[src/rtl/regfile_sb.sv]
// rtl/regfile_sb.sv - register file with self-initialisation, write-through bypass and busy scoreboard
module regfile_sb #(
    parameter int             N        = 32,
    parameter int             DEPTH    = 32,
    parameter logic [N-1:0]   INIT_VAL = 1,
    parameter bit             ZERO_REG = 1'b1,
    localparam int            AW       = (DEPTH > 1) ? $clog2(DEPTH) : 1
) (
    input  logic          clk,
    input  logic          rst,
    input  logic          we,
    input  logic [AW-1:0] waddr,
    input  logic [N-1:0]  wdata,
    input  logic [AW-1:0] raddr1,
    input  logic [AW-1:0] raddr2,
    output logic [N-1:0]  rdata1,
    output logic [N-1:0]  rdata2,
    input  logic          mark_en,
    input  logic [AW-1:0] mark_addr,
    output logic          busy1,
    output logic          busy2,
    output logic          ready
);

    localparam int            SIZE = 1 << AW;
    localparam logic [AW-1:0] LAST = AW'(DEPTH - 1);

    typedef enum logic {
        S_INIT,
        S_RUN
    } state_t;

    state_t        state_q, state_d;
    logic [AW-1:0] idx_q, idx_d;
    logic          ready_q, ready_d;
    logic [N-1:0]  mem_q [SIZE];
    logic [N-1:0]  mem_d [SIZE];
    logic [SIZE-1:0] busy_q, busy_d;

    // Entries that hold real, writable data: in range and not the hardwired zero register
    logic [SIZE-1:0] live;
    logic            run;
    logic            wr_ok;
    logic            mk_ok;

    // Address map of live entries; everything else reads 0 and is never written or marked
    always_comb begin
        for (int i = 0; i < SIZE; i++) begin
            live[i] = (i < DEPTH) && !(ZERO_REG && (i == 0));
        end
    end

    // Qualified accesses: only honoured in RUN, never while reset is asserted
    always_comb begin
        run   = (state_q == S_RUN) && !rst;
        wr_ok = run && we && live[waddr];
        mk_ok = run && mark_en && live[mark_addr];
    end

    // Next-state: INIT sweeps every entry with INIT_VAL, RUN applies writes and scoreboard updates
    always_comb begin
        state_d = state_q;
        idx_d   = idx_q;
        ready_d = ready_q;
        busy_d  = busy_q;
        for (int i = 0; i < SIZE; i++) begin
            mem_d[i] = mem_q[i];
        end
        if (state_q == S_INIT) begin
            mem_d[idx_q] = INIT_VAL;
            if (idx_q == LAST) begin
                state_d = S_RUN;
                ready_d = 1'b1;
            end else begin
                idx_d = idx_q + 1'b1;
            end
        end else begin
            if (wr_ok) begin
                mem_d[waddr]  = wdata;
                busy_d[waddr] = 1'b0;
            end
            // Applied after the clear so a simultaneous mark to the same entry wins
            if (mk_ok) begin
                busy_d[mark_addr] = 1'b1;
            end
        end
    end

    // Control state, scoreboard and registered ready; reset restarts the init sweep
    always_ff @(posedge clk) begin
        if (rst) begin
            state_q <= S_INIT;
            idx_q   <= '0;
            ready_q <= 1'b0;
            busy_q  <= '0;
        end else begin
            state_q <= state_d;
            idx_q   <= idx_d;
            ready_q <= ready_d;
            busy_q  <= busy_d;
        end
    end

    // Storage array has no reset; its contents become defined through the init sweep
    always_ff @(posedge clk) begin
        if (!rst) begin
            for (int i = 0; i < SIZE; i++) begin
                mem_q[i] <= mem_d[i];
            end
        end
    end

    // Combinational read ports with same-cycle bypass of a qualified write
    always_comb begin
        rdata1 = '0;
        rdata2 = '0;
        if (run && live[raddr1]) begin
            rdata1 = (wr_ok && (waddr == raddr1)) ? wdata : mem_q[raddr1];
        end
        if (run && live[raddr2]) begin
            rdata2 = (wr_ok && (waddr == raddr2)) ? wdata : mem_q[raddr2];
        end
    end

    // Busy status drops in the cycle of the retiring write unless the same entry is re-marked
    always_comb begin
        busy1 = run && busy_q[raddr1]
                && !(wr_ok && (waddr == raddr1) && !(mk_ok && (mark_addr == raddr1)));
        busy2 = run && busy_q[raddr2]
                && !(wr_ok && (waddr == raddr2) && !(mk_ok && (mark_addr == raddr2)));
        ready = ready_q && !rst;
    end

endmodule

[config.mk]
export PLATFORM = sky130hd
export DESIGN_NAME = regfile_sb
export DESIGN_NICKNAME = d
export VERILOG_FILES = /design/src/rtl/regfile_sb.sv
export SDC_FILE = /design/constraint.sdc
export NUM_CORES = 2
export LEC_CHECK = 0
export CAP_MARGIN = 20
export CORE_ASPECT_RATIO = 0.5
export CORE_MARGIN = 4
export CORE_UTILIZATION = 45
export DETAILED_ROUTE_END_ITERATION = 16
export SYNTH_ARGS = -nofsm -noshare
export SYNTH_HDL_FRONTEND = slang
export SYNTH_SLANG_ARGS = --single-unit
[constraint.sdc]
create_clock -name clk -period 4 [get_ports clk]
set_input_delay 0.4 -clock clk [delete_from_list [all_inputs] [get_ports clk]]
set_output_delay 0.4 -clock clk [all_outputs]
set_load 0.03 [all_outputs]
==> impl_metrics.csv <==
group,metric,value,unit
floorplanning,die-area,0.1421,mm²
logic_synthesis,ys.flop_type,"edfxtp_1",
sta,fmax,258.8,MHz
sta,skew,33.08,ps
sta,finalHoldViolCount,0,
detailed_routing,vias,49104,
outcome,status,"finished clean",
global_route,antenna_found_initial,10,
cts,post_cts_buffers,0,
sta,rsz0062_at_grt,"false",
power_and_ir_drop,power_density,391.4,mW/mm²
power_and_ir_drop,p_total,27.67,mW
power_and_ir_drop,peakVddDrop,0.3482,mV
detailed_routing,drc,0,
cts,htree_levels,3,
power_and_ir_drop,power.leakage,25.55,nW
cts,clock_latency,740,ps
logic_synthesis,yosys_warnings,0,
floorplanning,start_util,45.42,%
cts,cts_buffers,102,
floorplanning,die_h,268.6,µm
critical_path,reg2reg_depth,4,
placement,pre_cts_ws,336.6,ps
logic_synthesis,synth_edf_count,1024,
global_route,grt_max_degree,58,
flow_run,drv_cap,0,
finish,fill_cells,11274,
sta,setup_ws,136.6,ps
floorplanning,core_area,0.1346,mm²
power_and_ir_drop,clock_power_share,35.1,%
cts,ctsResizeCount,0,
global_route,grt_pass1_vias,45641,
detailed_routing,drt_iter0_drc,8457,
logic_synthesis,synth-seq-cells,1063,
finish,final_layout_size_suffix_gt1_share,26.57,%
sta,drv_slew,0,
finish,synthToLayoutAreaGrowth,15.65,%
logic_synthesis,seq_area_frac_synth,51.59,%
placement,place_area,0.06747,mm²
power_and_ir_drop,power_switching,7.622,mW
logic_synthesis,syn_area,0.06112,mm²
detailed_routing,ant_nets,0,
critical_path,crit_arrival,3460,ps
critical_path,r2r-start,"state_q$_SDFF_PP0_",
power_and_ir_drop,seq_power_share,48.9,%
critical_path,regToRegSetupSlack,1010,ps
sta,tightest_slew,1172,ps
detailed_routing,vias_per_cell,7.313,
sta,fin_crit,3863,ps
hold_path,whs_path_depth,2,
critical_path,cp_cell_sequence,"buf_8, buf_12, buf_4, mux2_2, a221oi_1, nand3_1, a32o_1, buf_12",
floorplanning,fp.dieW,529.2,µm
floorplanning,rows,95,
sta,setup_violations,0,
critical_path,setup.worst_path.start_class,"input port",
logic_synthesis,syn_avg_cell_area,12.88,µm²
cts,ctsHoldBuffers,0,
floorplanning,io_pins,123,
critical_path,crit_slowest_cell,"a221oi_1",
detailed_routing,drtPass1Iterations,6,
critical_path,crit_start,"raddr1[1]",
logic_synthesis,syn_inst,4746,
hold_path,hold_start,"busy_q[22]$_SDFFE_PP0P_",
power_and_ir_drop,combPwrFrac,15.9,%
finish,utilization,52.54,%
logic_synthesis,yosys.cell_types.count,57,
finish,final_common_cell,"edfxtp_1",
critical_path,crit_top_cell,"buf_12",
global_route,overflow,0,
logic_synthesis,syn-num-nets,4807,
sta,min_period_over_period,96.58,%
cts,cts_tree,"built",
logic_synthesis,synth-async-reset-ratio,0,%
global_route,grt_pass1_wl,356500,µm
power_and_ir_drop,p_int,20.05,mW
hold_path,hold_end,"busy_q[22]$_SDFFE_PP0P_",
placement,place_congestion,1.001,
finish,fin_area,0.07069,mm²
hold_path,hold_path_class,"reg2reg",
cts,clock-root-buffer,"clkbuf_16",
critical_path,path_class,"in2out",
critical_path,crit_fanout,28,
finish,multiInputGateArea,0.02787,mm²
cts,cts.path.max_buffers,3,
sta,max_slew_margin,21.71,%
cts,clock-sinks,1063,
global_route,grt_use_total,35.07,%
finish,ff_latch_area,0.03153,mm²
cts,cts.reportedPaths.clkPinSlew,60,ps
placement,hpwl,169100,µm
critical_path,slowest_delay,960,ps
critical_path,cp-end-kind,"output pin",
critical_path,rr_endpoint,"mem_q[25][28]$_DFFE_PP_",
detailed_routing,drt-wirelength-per-cell,38.05,µm
finish,final_cell_mix,"edfxtp_1, nand2_1, o21ai_0, a22o_1, mux4_2",
finish,nNetsFinal,4904,
placement,port_buffers,122,
critical_path,cp.required,3600,ps
detailed_routing,drt-total-wl,255500,µm
power_and_ir_drop,swShare,27.55,%
## layout make-up
cell class	count	share of cell area, %
Multi-Input combinational cell	3118	39.43
Sequential cell	1063	44.61
Clock inverter	57	0.7310
Tap cell	1794	3.175
Clock buffer	123	3.752
Inverter	7	0.03717
Antenna cell	2	0.007080
Timing Repair Buffer	551	8.259
## layer usage
metal / routed length (µm) / global-route usage [%] / up-vias
met5: 245 / 0.7480 / -
li1: - / - / 19336
met1: 97480 / 49.60 / 25152
met2: 101200 / 46.72 / 4214
met3: 50560 / 19.91 / 392
met4: 5989 / 7.092 / 10
## cells by family after synthesis
logic type / synth area share, %
compound gates: 17.49
flops: 51.59
simple gates: 6.686
mux: 19.75
buf+inv: 4.055
xor+xnor: 0.3296
fa+ha+maj: 0.1024
## per-stage QoR
stage / hold slack [ps] / setup TNS (ps) / instances
6_report: 489.9 / 0 / 6715
5_1_grt: 515.8 / 0 / 6713
4_1_cts: 488.1 / 0 / 6711
3_5_place_dp: 479.7 / 0 / 6531
3_3_place_gp: 476.0 / 0 / 6529
2_1_floorplan: 450.9 / -13910 / 4746
## power by group through the flow
stage	Sequential [mW]	Clock [mW]	Combinational, mW
2_1_floorplan	13.6	0	2.40
3_3_place_gp	13.7	0	4.15
3_5_place_dp	13.7	0	4.19
4_1_cts	13.5	9.78	4.20
5_1_grt	13.6	10.2	4.51
6_report	13.5	9.72	4.40
## worst max-delay path, delay by kind of cell
family	cells	cell delay, ps
and+or+nand+nor	1	170
AOI/OAI and AO/OA	2	1300
buffers and inverters	4	1130
muxes	1	400
## state kept, by name, indices dropped and copies added, names as in the netlist
| register | cells |
|---|---|
| mem_q | 1024 |
| busy_q | 32 |
| idx_q | 5 |
| ready_q | 1 |
| state_q | 1 |
## how the worst max path moves through the flow
stage	end	slack, ps	cells past startpoint
floorplan	mem_q[10][0]$_DFFE_PP_	-20	7
global placement	rdata1[2]	270	7
detailed placement	rdata2[2]	340	8
CTS	rdata2[2]	330	8
global route	rdata2[2]	10	8
finish	rdata1[1]	140	8
## synth_stat cells, types with 62 or more instances
library cell | n | share of area, %
o21ai_0 | 527 | 4.3
edfxtp_1 | 1024 | 50
buf_2 | 73 | 0.60
mux2_2 | 106 | 2.0
nand2_1 | 650 | 4.0
nand3_1 | 106 | 0.87
a22o_1 | 496 | 7.1
a21oi_1 | 127 | 1.0
a22oi_1 | 182 | 2.2
a221oi_1 | 62 | 0.89
clkbuf_1 | 400 | 2.5
mux4_2 | 460 | 17
(Power assumes the default switching activity.)
